===== src/rtl/tc_pkg.sv =====
// Shared tensor-core types and layout helpers for the result drain.
// The TC_DRAIN_RELU_EN build option is consumed by tc_row_select.
package tc_pkg;

   localparam int DIM       = 4;
   localparam int ACC_WIDTH = 32;
   localparam int ROW_W     = DIM * ACC_WIDTH;
   localparam int MAT_W     = DIM * DIM * ACC_WIDTH;

   typedef logic signed [ACC_WIDTH-1:0] acc_t;
   typedef logic [ROW_W-1:0]            row_t;
   typedef logic [MAT_W-1:0]            mat_t;

   // Occupancy of the ping-pong buffer doubles as the drain state.
   typedef enum logic [1:0] {
      EMPTY = 2'd0,
      ONE   = 2'd1,
      FULL  = 2'd2
   } drain_state_t;

   localparam logic [1:0] LAST_ROW = 2'(DIM - 1);

   // Bit offset of element (i,j) inside a flattened DIM x DIM matrix.
   function automatic int idx(input int i, input int j);
      return (i * DIM + j) * ACC_WIDTH;
   endfunction

endpackage


===== src/rtl/tc_row_select.sv =====
// Extracts one row of a buffered result matrix for the output port.
// With TC_DRAIN_RELU_EN defined, negative elements are clamped to zero.
module tc_row_select
   import tc_pkg::*;
(
   input  logic [MAT_W-1:0] i_mat,
   input  logic [1:0]       i_rowIdx,
   output logic [ROW_W-1:0] o_row
);

   acc_t w_elem;

   always_comb begin
      o_row  = '0;
      w_elem = '0;
      for (int j = 0; j < DIM; j++) begin
         w_elem = acc_t'(i_mat[idx(int'(i_rowIdx), j) +: ACC_WIDTH]);
`ifdef TC_DRAIN_RELU_EN
         if (w_elem < 0) begin
            w_elem = '0;
         end
`endif
         o_row[j*ACC_WIDTH +: ACC_WIDTH] = w_elem;
      end
   end

endmodule


===== src/rtl/tc_result_drain.sv =====
// Two-entry ping-pong buffer that captures tensor-core results and streams them out row by row.
// Optional TC_DRAIN_RELU_EN clamps negative output elements (see tc_row_select).
module tc_result_drain
   import tc_pkg::*;
(
   input  logic             clk,
   input  logic             rst,
   input  logic             in_valid,
   input  logic [MAT_W-1:0] in_d,
   output logic             out_valid,
   input  logic             out_ready,
   output logic [ROW_W-1:0] out_row,
   output logic [1:0]       out_row_idx,
   output logic             out_last,
   output logic             drain_ready,
   output logic             overflow_err,
   input  logic             clear_err
);

   drain_state_t r_state;
   logic         r_wrPtr;
   logic         r_rdPtr;
   logic [1:0]   r_rowIdx;
   logic         r_ovf;
   mat_t         r_buf [2];

   logic w_xfer;
   logic w_lastXfer;
   logic w_accept;
   logic w_drop;

   assign out_valid    = (r_state != EMPTY);
   assign out_row_idx  = r_rowIdx;
   assign out_last     = out_valid && (r_rowIdx == LAST_ROW);
   assign drain_ready  = (r_state != FULL);
   assign overflow_err = r_ovf;

   assign w_xfer     = out_valid && out_ready;
   assign w_lastXfer = w_xfer && (r_rowIdx == LAST_ROW);
   // A full buffer still accepts when the older matrix leaves in the same cycle.
   assign w_accept   = in_valid && ((r_state != FULL) || w_lastXfer);
   assign w_drop     = in_valid && !w_accept;

   always_ff @(posedge clk) begin
      if (w_accept) begin
         r_buf[r_wrPtr] <= in_d;
      end
   end

   always_ff @(posedge clk) begin
      if (rst) begin
         r_state  <= EMPTY;
         r_wrPtr  <= 1'b0;
         r_rdPtr  <= 1'b0;
         r_rowIdx <= 2'd0;
         r_ovf    <= 1'b0;
      end else begin
         if (w_accept) begin
            r_wrPtr <= ~r_wrPtr;
         end
         if (w_xfer) begin
            r_rowIdx <= w_lastXfer ? 2'd0 : r_rowIdx + 2'd1;
            if (w_lastXfer) begin
               r_rdPtr <= ~r_rdPtr;
            end
         end
         if (w_drop) begin
            r_ovf <= 1'b1;
         end else if (clear_err) begin
            r_ovf <= 1'b0;
         end
         case ({w_accept, w_lastXfer})
            2'b10: begin
               case (r_state)
                  EMPTY:   r_state <= ONE;
                  default: r_state <= FULL;
               endcase
            end
            2'b01: begin
               case (r_state)
                  FULL:    r_state <= ONE;
                  default: r_state <= EMPTY;
               endcase
            end
            default: r_state <= r_state;
         endcase
      end
   end

   tc_row_select u_rowSelect (
      .i_mat    (r_buf[r_rdPtr]),
      .i_rowIdx (r_rowIdx),
      .o_row    (out_row)
   );

endmodule


===== config.mk =====
export PLATFORM = sky130hd
export DESIGN_NAME = tc_result_drain
export DESIGN_NICKNAME = d
export VERILOG_FILES = /design/src/rtl/tc_pkg.sv /design/src/rtl/tc_row_select.sv /design/src/rtl/tc_result_drain.sv
export SDC_FILE = /design/constraint.sdc
export NUM_CORES = 1
export LEC_CHECK = 0
export CAP_MARGIN = 20
export CORE_ASPECT_RATIO = 0.7
export CORE_MARGIN = 2
export CORE_UTILIZATION = 53
export CTS_CLUSTER_SIZE = 8
export DETAILED_ROUTE_END_ITERATION = 8
export GPL_ROUTABILITY_DRIVEN = 0
export PLACE_DENSITY = 0.82
export SKIP_LAST_GASP = 1
export SLEW_MARGIN = 30
export SYNTH_ARGS = -nofsm -noshare
export SYNTH_HDL_FRONTEND = slang
export SYNTH_SLANG_ARGS = --single-unit

===== constraint.sdc =====
create_clock -name clk -period 40.3 [get_ports clk]
set_input_delay 8.06 -clock clk [delete_from_list [all_inputs] [get_ports clk]]
set_output_delay 8.06 -clock clk [all_outputs]
set_load 0.005 [all_outputs]

==> results.txt, run 1 <==
----------------------------------------------------
[Detailed routing]
  WL/cell ... 28.07 µm
  Number of nets still failing antenna checks after routing ... 0
  Detailed-routing iteration count for the pre-antenna-repair pass ... 5
  First DRT Iteration DRCs ... 1,738
  Via count ... around 19,000
  Detailed-route DRC error count ... 0
  Detailed Route WL ... 92.42 mm
  Avg Vias per Cell ... 5.851

[Synthesis]
  Number of distinct library cells after synthesis ... 25
  Number of nets in the synthesized netlist ... 2,043
  Flip-flop and latch count after synthesis ... 1,032
  Netlist area before placement ... 0.03882 mm²
  Cell types with the largest area share after synthesis ... edfxtp_1, mux4_2, mux2_2, buf_6, dfxtp_1
  Top-area cell type share of the netlist area ... 0.7921
  Number of warnings printed during yosys synthesis ... 0
  Syn_area_per_cell ... around 25 µm²
  Leading area contributor after synthesis ... edfxtp_1
  Sequential-to-total area share from yosys stat ... 0.7963
  Gate Count Post-Synth ... 1,524

[GRT]
  Wire length of the first global-routing pass ... around 130 mm
  Met2 demand-to-capacity share in global routing ... 0.4205
  Busiest grt layer ... met2
  GR Overflow Total ... 0
  Initial antenna violation count ... 31
  Largest net degree at the start of global routing ... between 100 and 150
  Met3 track demand over resource ... 0.08524
  Met1 Use GR ... 0.2906
  Number of global-route vias before repair ... 21,270
  GRT Util Overall ... 0.2460

[Final layout]
  Fraction of final layout cells with drive strength greater than 1 ... 0.2525
  Commonest cells after routing, fill and taps aside ... edfxtp_1, clkdlybuf4s50_1, mux4_2, clkbuf_16, mux2_2
  Layout Area Growth over Synthesis ... 30.11%
  Number of fill cells ... 4,131
  Area of the multi-input gates ... 0.007413 mm²
  Commonest non-fill, non-tap cell in the layout ... edfxtp_1
  Register cell area after layout ... 0.03092 mm²
  Final net count ... 2,796
  Fin cells ... 3,292

[Timing]
  Final setup violation count ... 0
  Worst Setup Slack, final ... around 28 ns
  Post-route fraction of the period consumed by the critical path ... 0.3092
  Slew Limit Headroom ... 0.3473
  Final-report max-slew violation count ... 0
  Highest attainable clock frequency ... 80.26 MHz
  Setup repair after global routing missed its margin ... false
  Final hold slack ... 0.4861 ns
  Count of final hold-check violations ... 0
  Slew @ Worst Pin ... 0.9790 ns
  Tmin final ... 12.46 ns
  Final setup TNS ... 0 ns
  Clock Skew ... 0.02890 ns

[Die]
  # IOs ... 651
  Die area ... 0.07546 mm²
  Number of core rows ... 82
  Starting utilization of the core area ... 0.5390
  Die outline width ... roughly 330 µm
  Placeable core region ... 0.07202 mm²
  Die Y ... 230.4 µm

[Clock tree]
  CTS H-Tree Depth ... 4
  Clock tree root driver cell ... clkbuf_16
  Hold buffers post-CTS ... 0
  Cts bufs inserted ... approximately 150
  Setup repair bufs after CTS ... 0
  Buffer depth of the longest clock path ... 3
  Clock transition at path regs ... about 0.05 ns
  Clock tree from TritonCTS ... yes
  Clock Latency Late Sink ... 0.72 ns
  Sink count of the clock tree ... 1,032
  # resized after CTS ... 0

[Pwr]
  Switching power summed over all nets ... between 500 and 600 µW
  Total power divided by cell area ... 51.62 mW/mm²
  Fraction of power spent switching nets ... 0.2092
  Static Leakage ... ~16 nW
  Clk network pwr share ... 0.421
  Worst vdd rail ir drop ... 0.04254 mV
  Sequential fraction of design power ... 0.494
  Design internal power ... around 2 mW
  PnR Total Power ... 2.607 mW
  Comb power frac ... 0.085

[Setup path]
  Worst setup slack for register-to-register paths ... ~35 ns
  CP Max Fanout ... 44
  Critical Path Sink Type ... output pin
  Dominant cell type by count on the critical path ... buf_4
  Beginning of the worst register-to-register path ... out_row_idx[1]
  Stages on worst setup path ... 5
  Worst path arrival time ... between 4 and 5 ns
  Critical Path Source Type ... flop
  WS Path Type ... reg -> out
  Crit-path leading delay family ... buffers and inverters
  Slowest Stage Delay on Critical Path ... 0.81 ns
  Depth of the most critical reg-to-reg path ... 8
  Worst setup path end ... out_row[112]
  Data required, critical path ... between 30 and 40 ns
  Worst flop-to-flop path endpoint ... r_buf[1][89]
  Buffers plus inverters on the worst setup path ... 3
  Worst path slowest cell ... buf_4
  Chain of cells forming the critical path ... buf_4, buf_4, mux4_2, mux2_2, clkdlybuf4s50_1

[Flow run]
  Reported max-cap violation count ... 0

[Placed design]
  Count of placed standard cells including taps ... 3,091
  Dpl ws ... 28.07 ns
  Placed wire-length estimate after detailed placement ... 56.56 mm
  Count of buffers from port buffering ... 650

[Worst hold path]
  Worst hold-check path type ... reg -> reg

[Status]
  Result of the run ... finished, final reports clean

----------------------------------------------------
[power by group through the flow]
stage	Combinational, mW	Sequential [mW]	Clock [mW]
finish	0.222	1.29	1.10
global route	0.234	1.29	1.16
CTS	0.221	1.29	1.12
detailed placement	0.217	1.31	0
global placement	0.211	1.30	0
floorplan	0.0941	1.35	0
[Yosys cell counts (all sizes together)]
master / count
buf: 51
o211ai: 1
edfxtp: 1024
dfxtp: 8
a21boi: 1
or3: 2
nor2: 5
or2: 1
ha: 2
inv: 4
clkbuf: 22
nor2b: 2
and2: 2
mux2: 129
xor2: 2
mux4: 256
o21ai: 1
nand2: 3
mux2i: 1
nand3: 1
a211oi: 1
nand2b: 1
a21oi: 4
[worst min-delay path by stage]
| stage | slack, ns | from | cells after the start | to |
|---|---|---|---|---|
| 6_report | 0.49 | overflow_err | 2 | overflow_err |
| 5_1_grt | 0.51 | overflow_err | 2 | overflow_err |
| 4_1_cts | 0.49 | overflow_err | 2 | overflow_err |
| 3_5_place_dp | 0.47 | overflow_err | 2 | overflow_err |
| 3_3_place_gp | 0.46 | overflow_err | 2 | overflow_err |
| 2_1_floorplan | 0.46 | overflow_err | 2 | overflow_err |
[routing by layer]
metal  share of wire  vias to the layer above
met1            0.35                     9958
met4           0.027                       30
li1                -                     8079
met2            0.52                      989
met3           0.093                      207
met5          0.0023                        -
[kinds of logic after synthesis]
family          Yosys count  share of synthesized area
xor+xnor                  2                  0.0004513
fa+ha+maj                 2                  0.0006445
mux                     386                     0.1862
buf+inv                  77                    0.01302
compound gates            8                   0.001225
simple gates             17                   0.002192
flops                  1032                     0.7963
[final cells by class]
type                    instances  area share
clock inverters                14    0.005202
multi-input cells             415      0.1468
well taps                     966     0.02393
diodes                         21    0.001040
flip-flops and latches       1032      0.6122
clock buffers                 163     0.07528
inverters                       4   0.0002973
repair buffers                677      0.1353
[tightest hold or removal path: stages (launching register included)]
cell	delay, ns
dfxtp_1	0.31
nand2b_1	0.07
a21oi_1	0.06
[state kept, by name, indices dropped and copies added, names as in the netlist, named ones only]
name          cells
r_buf          1024
out_row_idx       2
r_state           2
overflow_err      1
r_rdPtr           1
r_wrPtr           1
[stage by stage]
step,utilization,area [µm²]
floorplan,-,38820
global placement,0.6421,46250
detailed placement,0.6425,46280
CTS,0.6990,50340
global route,0.7008,50480
finish,0.7013,50510
(Power assumes the default switching activity.)
==> run 2, diff against run 1 <==
Clock period 40.3 ns to 12.4 ns, I/O delays scaled along.
==> run 2 against run 1 <==
Net effect:
- utilization fell by 0.12 points
- wire length down 0.73%
- design area fell by 0.17%
- clock power grew to 3.2 times the previous value
- cell count decreased by 0.49%
- power increased to 3.2 times the previous value
- die area unchanged
- flip-flop and latch count did not move
- critical path depth is 1 higher
- register-to-register slack worse by 28 ns
==> results.txt, run 2 (synthesized netlist as in run 1, its figures left out) <==
----------------------------------------------------
[Setup path]
  Depth of the most critical reg-to-reg path ... 7 (-1)
  Beginning of the worst register-to-register path ... out_row_idx[1]
  Worst setup slack for register-to-register paths ... 7.48 ns (-27.53 ns)
  Worst flop-to-flop path endpoint ... r_buf[1][254]
  Worst path arrival time ... 4.32 ns (-0.08 ns)
  Critical Path Source Type ... flop
  CP Max Fanout ... 42 (-4.5%)
  Critical Path Sink Type ... output pin
  Data required, critical path ... 9.92 ns (-22.32 ns)
  WS Path Type ... reg -> out

[Clock tree]
  Sink count of the clock tree ... 1,032 (unchanged)
  CTS H-Tree Depth ... 4 (unchanged)
  Cts bufs inserted ... 147 (unchanged)
  Clock Latency Late Sink ... 0.72 ns (about the same)
  # resized after CTS ... 0 (unchanged)
  Clock tree from TritonCTS ... yes
  Buffer depth of the longest clock path ... 3 (unchanged)
  Hold buffers post-CTS ... 0 (unchanged)
  Clock tree root driver cell ... clkbuf_16
  Setup repair bufs after CTS ... 0 (unchanged)
  Clock transition at path regs ... 0.05 ns (about the same)

[Detailed routing]
  Number of nets still failing antenna checks after routing ... 0 (unchanged)
  WL/cell ... 28.01 µm (-0.24%)
  Routed wl met2 ... 48.59 mm (+0.33%)
  Detailed-route DRC error count ... 0 (unchanged)
  Detailed-routing iteration count for the pre-antenna-repair pass ... 5 (unchanged)
  Post-Route M1 WL ... 31.93 mm (-2.3%)
  Via count ... 19,120 (-0.77%)
  Detailed Route WL ... 91.75 mm (-0.73%)
  Avg Vias per Cell ... 5.835 (-0.28%)
  Uppermost layer routed ... met5
  First DRT Iteration DRCs ... 1,550 (-11%)
  Wire length on met3 ... 8.740 mm (+1.4%)

[GRT]
  Wire length of the first global-routing pass ... 134.7 mm (-0.12%)
  Largest net degree at the start of global routing ... 191 (+84%)
  GRT Util Overall ... 0.2443 (-0.001727)
  Number of global-route vias before repair ... 20,920 (-1.6%)
  GR Overflow Total ... 0 (unchanged)
  Initial antenna violation count ... 22 (-29%)

[Timing]
  Slew Limit Headroom ... 0.3621 (+0.01481)
  Final hold slack ... 0.5088 ns (+0.02270 ns)
  Highest attainable clock frequency ... 147.0 MHz
  Slew @ Worst Pin ... 0.9568 ns (-0.02222 ns)
  Final setup violation count ... 0 (unchanged)
  Final-report max-slew violation count ... 0 (unchanged)
  Setup repair after global routing missed its margin ... false
  Count of final hold-check violations ... 0 (unchanged)
  Tmin final ... 6.805 ns
  Clock Skew ... 0.02821 ns (-0.0006932 ns)
  Post-route fraction of the period consumed by the critical path ... 0.5488
  Final setup TNS ... 0 ns (unchanged)

[Die]
  Die Y ... 230.4 µm (unchanged)
  Number of core rows ... 82 (unchanged)
  Die outline width ... 327.5 µm (unchanged)
  Die area ... 0.07546 mm² (unchanged)
  # IOs ... 651 (unchanged)
  Starting utilization of the core area ... 0.5390 (unchanged)
  Placeable core region ... 0.07202 mm² (unchanged)

[Final layout]
  Final core utilization ... 0.7001 (-0.001164)
  Largest reg by FF count ... r_buf
  Commonest non-fill, non-tap cell in the layout ... edfxtp_1
  Final net count ... 2,792 (-0.14%)
  Fraction of final layout cells with drive strength greater than 1 ... 0.2507 (-0.001842)
  Max FFs per register ... 1,024 (unchanged)
  Register cell area after layout ... 0.03092 mm² (unchanged)
  Layout Area Growth over Synthesis ... 29.90%
  Commonest cells after routing, fill and taps aside ... edfxtp_1, clkdlybuf4s50_1, mux4_2, clkbuf_16, mux2_2
  Number of fill cells ... 4,094 (-0.90%)
  Area of the multi-input gates ... 0.007413 mm² (unchanged)

[Placed design]
  Placed wire-length estimate after detailed placement ... 56.06 mm (-0.88%)
  Count of buffers from port buffering ... 650 (unchanged)

[Worst hold path]
  Number of cells traversed by the worst hold path ... 2 (unchanged)
  Startpoint of the worst hold path ... r_rdPtr
  Worst hold-check path type ... reg -> reg

[Pwr]
  Static Leakage ... 16.19 nW (-0.16%)
  PnR Total Power ... 8.453 mW (+220%)
  Total power divided by cell area ... 167.6 mW/mm² (+220%)
  Worst vdd rail ir drop ... 0.1308 mV (+210%)

[Flow run]
  Reported max-cap violation count ... 0 (unchanged)

[Status]
  Result of the run ... finished, final reports clean

----------------------------------------------------
==> run 2: cell types whose count changed in the layout (fill, tap and decap cells not counted) <==
cell / delta
buf_12: +1
buf_16: +1
buf_4: -4
buf_6: -2
clkbuf_1: -1
clkbuf_16: +2
clkinv_16: -3
clkinv_8: -2
diode_2: -9
inv_16: +1
==> run 2: critical path, cell delays in order, from the launching register on <==
cell	delay, ns
dfxtp_4	0.57
buf_16	0.29
buf_4	0.53
buf_4	0.76
mux4_2	0.61
mux2_2	0.28
clkdlybuf4s50_1	0.50
==> run 2: metrics by stage <==
step | cells | cell area (µm²) | setup WS [ns]
CTS | 3261 | 50300 | 4.862
global route | 3272 | 50410 | 5.224
detailed placement | 3087 | 46290 | 5.672
floorplan | 1524 | 38830 | 1.476
global placement | 3086 | 46240 | 5.686
finish | 3276 | 50420 | 5.596
==> run 2: power by group <==
group | switching, mW | internal [mW]
registers | 0.0712 | 4.12
clock network | 1.37 | 2.18
logic | 0.304 | 0.408
==> run 2: worst max path at each step <==
stage	slack, ns	cells past startpoint	endpoint	startpoint
3_3_place_gp	5.69	5	out_row[84]	flop
5_1_grt	5.22	6	out_row[50]	flop
3_5_place_dp	5.67	5	out_row[106]	flop
4_1_cts	4.86	5	out_row[106]	flop
2_1_floorplan	1.48	4	r_buf[0][0]	out_ready
6_report	5.60	6	out_row[50]	flop
==> run 2: cell type report <==
cell class	count	area share
sequential	1032	0.6132
multi-input combinational	415	0.1470
timing repair buffer	673	0.1354
clock buffer	164	0.07633
tap	966	0.02397
clock inverter	10	0.003176
antenna	12	0.0005955
inverter	4	0.0002978
==> run 2: layer usage <==
metal,vias to the layer above,GRT usage
li1,8051,-
met1,9875,0.2849
met2,987,0.4198
met3,182,0.08910
met4,20,0.08386
met5,-,0
